<file path="config.mk">
export PLATFORM = sky130hd
export DESIGN_NAME = spi_frame_feeder
export DESIGN_NICKNAME = d
export VERILOG_FILES = /design/src/rtl/spi_frame_feeder.sv
export SDC_FILE = /design/constraint.sdc
export NUM_CORES = 1
export LEC_CHECK = 0
export ABC_AREA = 1
export CAP_MARGIN = 25
export CORE_AREA = 4 4 241 243
export DETAILED_ROUTE_END_ITERATION = 10
export DIE_AREA = 0 0 245 247
export HOLD_SLACK_MARGIN = 0.02
export PLACE_DENSITY = 0.66
export SETUP_SLACK_MARGIN = 0.4
export SLEW_MARGIN = 20
export SYNTH_ARGS = -nofsm -noshare
export SYNTH_HDL_FRONTEND = slang
export SYNTH_SLANG_ARGS = --single-unit
</file>
<file path="constraint.sdc">
create_clock -name clk -period 15.2 [get_ports clk]
set_input_delay 2.28 -clock clk [delete_from_list [all_inputs] [get_ports clk]]
set_output_delay 2.28 -clock clk [all_outputs]
set_load 0.02 [all_outputs]
</file>
<file path="src/rtl/spi_frame_feeder.sv">
// Frame buffer feeding the SPI slave transmitter: a small FIFO of 128-bit frames,
// one frame presented per request edge, IDLE_FRAME when empty, with drop statistics.
module spi_frame_feeder #(
   parameter int            ADDR_BITS  = 2,
   parameter logic [127:0]  IDLE_FRAME = {16{8'hA6}},
   parameter int            CNT_BITS   = 16
) (
   input  logic                 clk,
   input  logic                 rst,
   input  logic [127:0]         FrameIn,
   input  logic                 FrameInValid,
   input  logic                 TxGetNext,
   input  logic                 ClrStats,
   output logic [127:0]         Tx_packet,
   output logic                 TxIsData,
   output logic [ADDR_BITS:0]   Level,
   output logic                 Overflow,
   output logic [CNT_BITS-1:0]  DropCount
);

   localparam int DEPTH = 1 << ADDR_BITS;

   logic [127:0]         mem_q [DEPTH];
   logic [ADDR_BITS:0]   wr_ptr_q, wr_ptr_d;
   logic [ADDR_BITS:0]   rd_ptr_q, rd_ptr_d;
   logic [ADDR_BITS:0]   level_q, level_d;
   logic                 get_q, get_d;
   logic [127:0]         tx_packet_q, tx_packet_d;
   logic                 tx_is_data_q, tx_is_data_d;
   logic                 overflow_q, overflow_d;
   logic [CNT_BITS-1:0]  drop_cnt_q, drop_cnt_d;

   logic adv, empty, full, rd_en, wr_en, drop;

   always_comb begin
      adv   = TxGetNext & ~get_q;
      empty = (wr_ptr_q == rd_ptr_q);
      full  = (wr_ptr_q[ADDR_BITS-1:0] == rd_ptr_q[ADDR_BITS-1:0]) &&
              (wr_ptr_q[ADDR_BITS] != rd_ptr_q[ADDR_BITS]);
      rd_en = adv & ~empty;
      // A read in the same cycle frees a slot, so a write into a full FIFO still lands.
      wr_en = FrameInValid & (~full | rd_en);
      drop  = FrameInValid & ~wr_en;

      get_d        = TxGetNext;
      tx_packet_d  = tx_packet_q;
      tx_is_data_d = tx_is_data_q;
      if (adv) begin
         tx_packet_d  = empty ? IDLE_FRAME : mem_q[rd_ptr_q[ADDR_BITS-1:0]];
         tx_is_data_d = ~empty;
      end

      wr_ptr_d = wr_ptr_q + (ADDR_BITS+1)'(wr_en);
      rd_ptr_d = rd_ptr_q + (ADDR_BITS+1)'(rd_en);
      level_d  = wr_ptr_d - rd_ptr_d;

      overflow_d = overflow_q;
      drop_cnt_d = drop_cnt_q;
      if (ClrStats) begin
         overflow_d = 1'b0;
         drop_cnt_d = '0;
      end else if (drop) begin
         overflow_d = 1'b1;
         if (!(&drop_cnt_q)) drop_cnt_d = drop_cnt_q + CNT_BITS'(1);
      end
   end

   // Edge detector resets high so a request held across reset is not seen as new.
   always_ff @(posedge clk) begin
      if (!rst) begin
         wr_ptr_q     <= '0;
         rd_ptr_q     <= '0;
         level_q      <= '0;
         get_q        <= 1'b1;
         tx_packet_q  <= IDLE_FRAME;
         tx_is_data_q <= 1'b0;
         overflow_q   <= 1'b0;
         drop_cnt_q   <= '0;
      end else begin
         wr_ptr_q     <= wr_ptr_d;
         rd_ptr_q     <= rd_ptr_d;
         level_q      <= level_d;
         get_q        <= get_d;
         tx_packet_q  <= tx_packet_d;
         tx_is_data_q <= tx_is_data_d;
         overflow_q   <= overflow_d;
         drop_cnt_q   <= drop_cnt_d;
      end
   end

   always_ff @(posedge clk) begin
      if (rst && wr_en) mem_q[wr_ptr_q[ADDR_BITS-1:0]] <= FrameIn;
   end

   assign Tx_packet = tx_packet_q;
   assign TxIsData  = tx_is_data_q;
   assign Level     = level_q;
   assign Overflow  = overflow_q;
   assign DropCount = drop_cnt_q;

endmodule

</file>
==> results.py, run 1 <==
metrics = {
    "synthesis": {
        "ys_async_sr_fraction": 0,
        "postSynthRegisterBits": 668,
        "synth_edf_count": 512,
        "synth_top_cell_by_area": "edfxtp_1",
        "synth.net_count": 2119,
        "yosys.cell_types.count": 30,
        "synth_most_common_cell": "edfxtp_1",
        "synth_area_leaders": "edfxtp_1, dfxtp_1, o21ai_0, o22ai_1, nor2_1",
        "synth.top_cell.area_share": 0.615,
        "netlist_top_cells_count": "edfxtp_1, nor2_1, o21ai_0",
        "postSynth.topFlopCell": "edfxtp_1",
        "ys.warnings.count": 0,
        "synth-seq-area-share": 0.740,
        "syn_area_per_cell_um2": 12.6,
        "netlist_area_um2": 25000,
        "post_synthesis_cell_count": 1979,
    },
    "sta": {
        "fin_max_slew_vios": 0,
        "worst_slew_pin_slew_ps": 1060,
        "report.final.setup_viol": 0,
        "unrepaired_setup_endpoints_after_global_routing": "false",
        "timing.clock.skew_ps": 21.2,
        "timing.slew.headroom": 0.294,
        "achievable-frequency_ghz": 0.160,
        "period_needed_ps": 6250,
        "setup-tns-final_ps": 0,
        "finalHoldViolations": 0,
        "period_share": 0.411,
        "finalWorstSetupSlack_ps": 8950,
    },
    "setup_path": {
        "crit_arrival_ps": 6720,
        "worstReg2RegStart": "rd_ptr_q[1]",
        "cp-start-kind": "input pin",
        "criticalPathCategory": "input pin to flip-flop",
        "endpoint_kind": "flip-flop",
        "cp_num_buf_inv": 5,
        "crit_required_ps": 15670,
        "reg2reg_setup_slack_ps": 10060,
        "cp_max_fo": 67,
        "startpoint_of_the_worst_setup_timing_path": "TxGetNext",
        "critical-path-max-stage-delay_ps": 760,
        "worst_path_dominant_cell_family": "buffers and inverters",
        "cells_along_the_critical_path": "clkdlybuf4s50_1, nand2_2, buf_4, inv_2, nand2_2, buf_4, clkinv_2, ha_1, ha_1, fa_1, xnor2_1, nand2_1, nand2_1, nor2_1",
        "worst_path_max_delay_cell": "clkinv_2",
    },
    "global_route": {
        "grt_first_pass_wirelength_mm": 94.0,
        "via_count_of_the_first_global_routing_pass": 16300,
        "grtUsageTotal": 0.200,
        "grt_max_degree": 97,
        "grt_antenna_before_repair": 14,
        "grt_overflow_total": 0,
    },
    "placed_design": {
        "place_congestion": 0.827,
        "detailed_place_hpwl_mm": 34.6,
        "pre_cts_setup_slack_ps": 8210,
        "placedCellCount": 2912,
        "port_buffers": 281,
    },
    "clock_network": {
        "cts_root_buf": "clkbuf_16",
        "cts_num_sinks": 668,
        "cts_buffer_depth": 3,
        "post_cts.repair.setup_buffers": 0,
        "cts_made_buffers": 71,
        "clkTransAtPathRegs_ps": 60,
        "cts_tree": "done",
        "post_cts.resized_instances": 0,
        "clk-insertion-delay-late_ps": 590,
        "htree_num_levels": 3,
        "holdBufCountCts": 0,
    },
    "final_layout": {
        "num-nets-final": 2369,
        "final_core_utilization": 0.548,
        "layout-drive-gt1-share": 0.112,
        "instances_no_fill": 3048,
        "area_overhead_of_the_layout_relative_to_synthesis_pct": 22.6,
    },
    "detailed_routing": {
        "routed_vias_inst": 5.35,
        "ant_nets": 0,
        "wl_met3_mm": 4.12,
        "firstDrtPassIters": 5,
        "wl_per_cell_um": 20.2,
        "drcViolationCount": 0,
        "route.met2.wl_mm": 29.7,
        "drt_wl_total_mm": 61.4,
        "detailroute.via_count": 16300,
        "detailedRoute.firstIterationViolations": 1302,
        "met1_routed_wirelength_after_detailed_routing_mm": 26.1,
        "top_layer_used": "met5",
    },
    "power": {
        "power.density_nw_per_um2": 128,
        "cellLeakagePower_nw": 10.2,
        "peakVddDrop_uv": 78.4,
    },
    "run_status": {
        "run_status": "complete, no violations",
    },
    "die": {
        "core_area_um2": 56000,
        "floorplan.initialDensity": 0.447,
        "fp.dieH_um": 247,
        "row_count": 87,
        "fp.dieArea_um2": 60500,
        "ios": 282,
        "die_width_um": 245,
    },
    "worst_hold_path": {
        "timing.hold.worst.class": "flip-flop to flip-flop",
        "min-delay-start": "Tx_packet[75]",
    },
    "job": {
        "max_cap_viol_count": 0,
    },
}
## worst paths after layout
check        cells past startpoint             to
max reg2reg                     15       Level[2]
max                             14       Level[2]
min reg2reg                      2  Tx_packet[75]
min                              2  Tx_packet[75]
## cells by family (layout without fill, tap and decap cells)
group / count (synthesis) / count (layout) / share of synthesized area
other: 0 / 5 / 0
DFF: 668 / 668 / 0.740
adders and majority gates: 7 / 7 / 0.00380
AOI/OAI and AO/OA: 532 / 532 / 0.124
xor gates and xnor gates: 8 / 8 / 0.00280
buffers and inverters: 165 / 473 / 0.0323
and+or+nand+nor: 599 / 599 / 0.0974
## cell usage in the layout, fill, tap and decap left out, drive strengths merged, types with 10 or more instances in the layout
cell type / netlist / layout
dfxtp: 156 / 156
o22ai: 192 / 192
nor2: 293 / 293
clkdlybuf4s50: 0 / 280
nand2: 284 / 284
clkbuf: 85 / 97
a21oi: 79 / 79
clkinv: 0 / 27
inv: 35 / 36
o21ai: 261 / 261
edfxtp: 512 / 512
buf: 45 / 27
nand3: 10 / 10
## routing by layer
metal / global-route usage / up-vias
li1: - / 7672
met1: 0.262 / 8060
met2: 0.332 / 469
met3: 0.0492 / 103
met4: 0.0649 / 16
met5: 0 / -
## flip-flops by register name (all words and copies together), names as in the netlist
register / count
Overflow: 1
rd_ptr_q: 3
DropCount: 16
wr_ptr_q: 3
TxIsData: 1
Tx_packet: 128
get_q: 1
mem_q: 512
Level: 3
## area by class of cell
cell class	instances	area (µm²)
Multi-Input combinational cell	1146	5710
Antenna cell	5	12.5
Inverter	35	143
Clock buffer	97	2010
Clock inverter	34	288
Tap cell	756	946
Timing Repair Buffer	307	3020
Sequential cell	668	18500
Fill cell	4657	25300
## power by group
part / internal (mW) / leakage, nW / switching (mW)
clock: 0.997 / 1.14 / 0.686
sequential: 2.02 / 5.92 / 0.0180
combinational: 0.0800 / 3.12 / 0.131
total: 3.09 / 10.2 / 0.835
## worst min-delay path, stage by stage, from the launching register on
cell     delay (ps)
dfxtp_1         310
nand2_1          60
a21oi_1          50
## per-stage QoR
step	area [µm²]	total power, mW	hold WS, ps
detailed placement	28300	2.29	454
finish	30600	3.93	466
CTS	30600	3.97	462
global route	30600	4.07	482
floorplan	25000	2.19	526
global placement	28300	2.28	454
Power figures use the tool's default switching activity.
==> run 2: changes to the inputs <==
- PLACE_DENSITY: 0.66 -> 0.68
- clock period: 15.2 -> 5.65 ns (I/O delays scaled with it)
==> run 2 against run 1 <==
Net effect:
- register-to-register slack got worse by 8000 ps
- first-iteration DRC count shrank 2.5%
- setup slack worse by 6900 ps
- combinational power grew to 2.8 times the previous value
- count of clock-buffer cells in the layout unchanged
- power rose to 2.7 times the previous value
- cell count hardly changed
- non-clock buffer count rose by 4
- via count shrank 0.75%
- clock power grew to 2.6 times the previous value
- sequential share of layout area down 0.16 points
==> results.py, run 2 (synthesized netlist as in run 1, its figures left out) <==
metrics = {
    "run_status": {
        "run_status": "complete, no violations",
    },
    "setup_path": {
        "critical-path-max-stage-delay_ps": 800,
        "cp_max_fo": 160,
        "reg2regPathDepth": 9,
        "criticalPathCategory": "flip-flop to flip-flop",
        "cp-start-kind": "flip-flop",
        "cells_along_the_critical_path": "inv_8, nand2_1, nand2_1, nand2_1, nor2_4, nor2_1, nand2_1, nor3_4, buf_4",
        "crit_arrival_ps": 3860,
        "crit-reg2reg-capture": "mem_q[2][79]",
        "worst_path_max_delay_cell": "nor3_4",
        "cp_common_cell": "nand2_1",
        "crit_required_ps": 5910,
        "reg2reg_setup_slack_ps": 2050,
        "endpoint_kind": "flip-flop",
        "worstReg2RegStart": "rd_ptr_q[0]",
    },
    "clock_network": {
        "cts_root_buf": "clkbuf_16",
        "htree_num_levels": 3,
        "post_cts.resized_instances": 0,
        "cts_made_buffers": 69,
        "post_cts.repair.setup_buffers": 0,
        "clk-insertion-delay-late_ps": 580,
        "cts_num_sinks": 668,
        "holdBufCountCts": 0,
        "clkTransAtPathRegs_ps": 60,
        "cts_buffer_depth": 3,
        "cts_tree": "done",
    },
    "worst_hold_path": {
        "min-delay-start": "Tx_packet[72]",
        "timing.hold.worst.class": "flip-flop to flip-flop",
        "min_delay_path_depth": 2,
        "min_to": "Tx_packet[72]",
    },
    "die": {
        "core_area_um2": 56000,
        "ios": 282,
        "die_width_um": 245,
        "floorplan.initialDensity": 0.447,
        "fp.dieH_um": 247,
        "row_count": 87,
        "fp.dieArea_um2": 60500,
    },
    "final_layout": {
        "final_core_utilization": 0.549,
        "final_common_cell": "edfxtp_1",
        "layout-drive-gt1-share": 0.109,
        "num-nets-final": 2371,
        "largest_register_ffs": 512,
        "area_overhead_of_the_layout_relative_to_synthesis_pct": 22.9,
        "layout_common_cells": "edfxtp_1, nor2_1, clkdlybuf4s50_1",
        "filler_cell_count_in_the_final_layout": 4555,
    },
    "detailed_routing": {
        "firstDrtPassIters": 5,
        "routed_vias_inst": 5.32,
        "detailedRoute.firstIterationViolations": 1270,
        "drcViolationCount": 0,
        "detailroute.via_count": 16200,
        "wl_per_cell_um": 20.0,
        "drt_wl_total_mm": 60.9,
        "ant_nets": 0,
    },
    "sta": {
        "period_share": 0.638,
        "report.final.setup_viol": 0,
        "worst_slew_pin_slew_ps": 1030,
        "period_needed_ps": 3600,
        "unrepaired_setup_endpoints_after_global_routing": "false",
        "timing.clock.skew_ps": 21.2,
        "achievable-frequency_ghz": 0.277,
        "timing.slew.headroom": 0.316,
        "fin_max_slew_vios": 0,
        "finalHoldViolations": 0,
    },
    "global_route": {
        "grtUsageTotal": 0.198,
        "grt_max_degree": 161,
        "grt_first_pass_wirelength_mm": 92.7,
        "grt_antenna_before_repair": 10,
        "grt_overflow_total": 0,
        "via_count_of_the_first_global_routing_pass": 16000,
    },
    "power": {
        "cellLeakagePower_nw": 10.2,
        "total_power_mw": 10.4,
        "power.density_nw_per_um2": 340,
        "peakVddDrop_uv": 206,
    },
    "placed_design": {
        "place_congestion": 0.825,
        "port_buffers": 281,
        "detailed_place_hpwl_mm": 35.6,
    },
    "job": {
        "max_cap_viol_count": 0,
    },
}
run 2: cell types whose count changed in the layout (fill, tap and decap cells not counted), moves of 3 or more:
cell	change
clkbuf_1	+3
buf_4	-5
nor3_4	+4
buf_12	+7
clkbuf_16	-3
nor3_2	-4
clkinv_2	-8
run 2: per-layer routing:
metal	track usage	wire length, µm
met5	0	48
met4	0.0718	1650
met3	0.0466	4390
met2	0.317	28700
met1	0.265	26000
run 2: worst max-delay path by stage:
stage,startpoint,end
2_1_floorplan,rst,mem_q[2][0]
3_3_place_gp,TxGetNext,Level[2]
3_5_place_dp,TxGetNext,Level[2]
4_1_cts,rd_ptr_q[0],mem_q[2][27]
5_1_grt,rd_ptr_q[0],mem_q[2][79]
6_report,rd_ptr_q[0],mem_q[2][79]
run 2: critical path, delay by kind of cell, from the launching register on:
kind	cells	cell delay (ps)
DFF	1	670
and+or+nand+nor	7	1710
buffers and inverters	2	730
run 2: final cells by class:
class | count | area (µm²) | area share
sequential | 668 | 18500 | 0.602
multi-input combinational | 1146 | 5740 | 0.187
timing repair buffer | 311 | 3160 | 0.103
clock buffer | 97 | 1940 | 0.0633
tap | 756 | 946 | 0.0308
clock inverter | 27 | 262 | 0.00851
inverter | 35 | 145 | 0.00472
antenna | 6 | 15.0 | 0.000489
run 2: power breakdown:
group          internal [mW]  leakage, nW  switching [mW]
registers               5.42         5.92          0.0461
clock network           2.63         1.09            1.77
logic                  0.221         3.18           0.366
total                   8.27         10.2            2.18
run 2: through the flow:
step / hold slack (ps) / cell area, µm² / setup TNS, ps / worst slack (ps) / std cells
final: 465 / 30700 / 0 / 2050 / 3046
after global placement: 458 / 28400 / 0 / 1800 / 2912
after detailed placement: 456 / 28500 / 0 / 1800 / 2914
after floorplan: 526 / 25000 / -715610 / -1400 / 1979
after CTS: 465 / 30700 / 0 / 1900 / 3038
after global routing: 491 / 30700 / 0 / 1720 / 3043
==> run 3: changes to the inputs <==
- PLACE_DENSITY: 0.68 -> 0.66
- clock period: 5.65 -> 3.5 ns (I/O delays scaled with it)
==> run 3 against run 2 <==
Net effect:
- register-to-register slack worse by 1200 ps
- maximum frequency is 36% higher
- critical path type unchanged
- non-clock buffer count is 1 higher
- largest cell class unchanged
- clock skew is 3.7 ps higher
- via count hardly changed
==> results.py, run 3 (synthesized netlist as in run 1, its figures left out) <==
metrics = {
    "final_layout": {
        "final_design_area_no_fill_um2": 31000,
        "final_common_cell": "edfxtp_1",
        "filler_cell_count_in_the_final_layout": 4531,
        "num-nets-final": 2372,
        "layout-drive-gt1-share": 0.116,
        "area_overhead_of_the_layout_relative_to_synthesis_pct": 23.9,
        "largest_register_ffs": 512,
        "layout_common_cells": "edfxtp_1, nor2_1, clkdlybuf4s50_1",
    },
    "clock_network": {
        "cts_made_buffers": 69,
        "holdBufCountCts": 0,
        "htree_num_levels": 3,
        "cts_buffer_depth": 3,
        "clkTransAtPathRegs_ps": 60,
        "post_cts.repair.setup_buffers": 0,
        "cts_tree": "done",
        "clk-insertion-delay-late_ps": 600,
        "post_cts.resized_instances": 0,
        "cts_root_buf": "clkbuf_16",
        "cts_num_sinks": 668,
    },
    "placed_design": {
        "detailed_place_hpwl_mm": 34.4,
        "pre_cts_setup_slack_ps": 569,
        "place_congestion": 0.825,
        "placedInstanceArea_um2": 28500,
        "port_buffers": 281,
    },
    "power": {
        "cellLeakagePower_nw": 10.3,
        "total_power_mw": 17.3,
        "power.density_nw_per_um2": 559,
        "peakVddDrop_uv": 327,
    },
    "sta": {
        "achievable-frequency_ghz": 0.378,
        "finalWorstSetupSlack_ps": 857,
        "report.final.setup_viol": 0,
        "finalHoldViolations": 0,
        "setup-tns-final_ps": 0,
        "unrepaired_setup_endpoints_after_global_routing": "false",
        "period_needed_ps": 2640,
        "worst_slew_pin_slew_ps": 1420,
        "timing.clock.skew_ps": 24.9,
        "period_share": 0.755,
        "fin_hold_ws_ps": 321,
        "fin_max_slew_vios": 0,
        "timing.slew.headroom": 0.0521,
    },
    "detailed_routing": {
        "wl_per_cell_um": 19.9,
        "drt_wl_total_mm": 60.8,
        "detailedRoute.firstIterationViolations": 1145,
        "detailroute.via_count": 16200,
        "firstDrtPassIters": 5,
        "ant_nets": 0,
        "drcViolationCount": 0,
        "routed_vias_inst": 5.30,
    },
    "setup_path": {
        "worst_path_dominant_cell_family": "adder cells",
        "crit_arrival_ps": 3110,
        "worst_path_max_delay_cell": "dfxtp_4",
        "criticalPathCategory": "flip-flop to flip-flop",
        "cp-start-kind": "flip-flop",
        "endpoint_kind": "flip-flop",
        "cp_num_buf_inv": 2,
        "critical-path-max-stage-delay_ps": 640,
        "cells_along_the_critical_path": "inv_8, nand2_1, nand2_1, nor2_2, nand2_2, nand2_2, clkinv_2, ha_1, ha_1, fa_1, xnor2_1, nand2_1, nand2_1, nor2_1",
        "cp_common_cell": "nand2_1",
        "cp_max_fo": 39,
        "crit_required_ps": 3970,
    },
    "die": {
        "fp.dieH_um": 247,
        "ios": 282,
        "floorplan.initialDensity": 0.447,
        "core_area_um2": 56000,
        "row_count": 87,
        "fp.dieArea_um2": 60500,
        "die_width_um": 245,
    },
    "global_route": {
        "via_count_of_the_first_global_routing_pass": 16100,
        "grt_first_pass_wirelength_mm": 92.4,
        "grtUsageTotal": 0.197,
        "grt_overflow_total": 0,
        "grt_max_degree": 223,
        "grt_antenna_before_repair": 17,
    },
    "worst_hold_path": {
        "timing.hold.worst.class": "input pin to flip-flop",
    },
    "job": {
        "max_cap_viol_count": 0,
    },
    "run_status": {
        "run_status": "complete, no violations",
    },
}
run 3: report_power, final:
part	total (mW)	internal [mW]	leakage (nW)	switching, mW
sequential	8.82	8.75	5.92	0.0724
combinational	0.947	0.363	3.21	0.585
clock	7.54	4.59	1.16	2.95
run 3: worst paths after layout:
kind,from,endpoint,slack [ps],cells past startpoint
worst max-delay path,rd_ptr_q[0],Level[2],860,14
worst min-delay path,rst,rd_ptr_q[0],320,3
worst max register to register,rd_ptr_q[0],Level[2],860,14
worst min register to register,Overflow,Overflow,460,2
run 3: final cells by class:
cell class / instances / area (µm²) / share of cell area
sequential: 668 / 18500 / 0.598
multi-input combinational: 1146 / 5770 / 0.186
timing repair buffer: 312 / 3200 / 0.103
clock buffer: 91 / 1900 / 0.0614
tap: 756 / 946 / 0.0306
clock inverter: 36 / 457 / 0.0148
inverter: 35 / 148 / 0.00477
antenna: 12 / 30.0 / 0.000970
run 3: worst min-delay path: cells and delay by family:
family / cells / cell delay, ps
buffers and inverters: 2 / 230
and+or+nand+nor: 1 / 100
run 3: per-layer routing:
metal	up-vias	share of wire	GRT usage
met1	7933	0.43	0.258
met4	10	0.023	0.0681
met2	479	0.47	0.321
met5	-	0.0010	0
li1	7669	-	-
met3	97	0.075	0.0532
run 3: metrics by stage:
| stage | cells | util |
|---|---|---|
| 2_1_floorplan | 1979 | - |
| 3_3_place_gp | 2915 | 0.510 |
| 3_5_place_dp | 2916 | 0.510 |
| 4_1_cts | 3043 | 0.552 |
| 5_1_grt | 3048 | 0.553 |
| 6_report | 3056 | 0.553 |
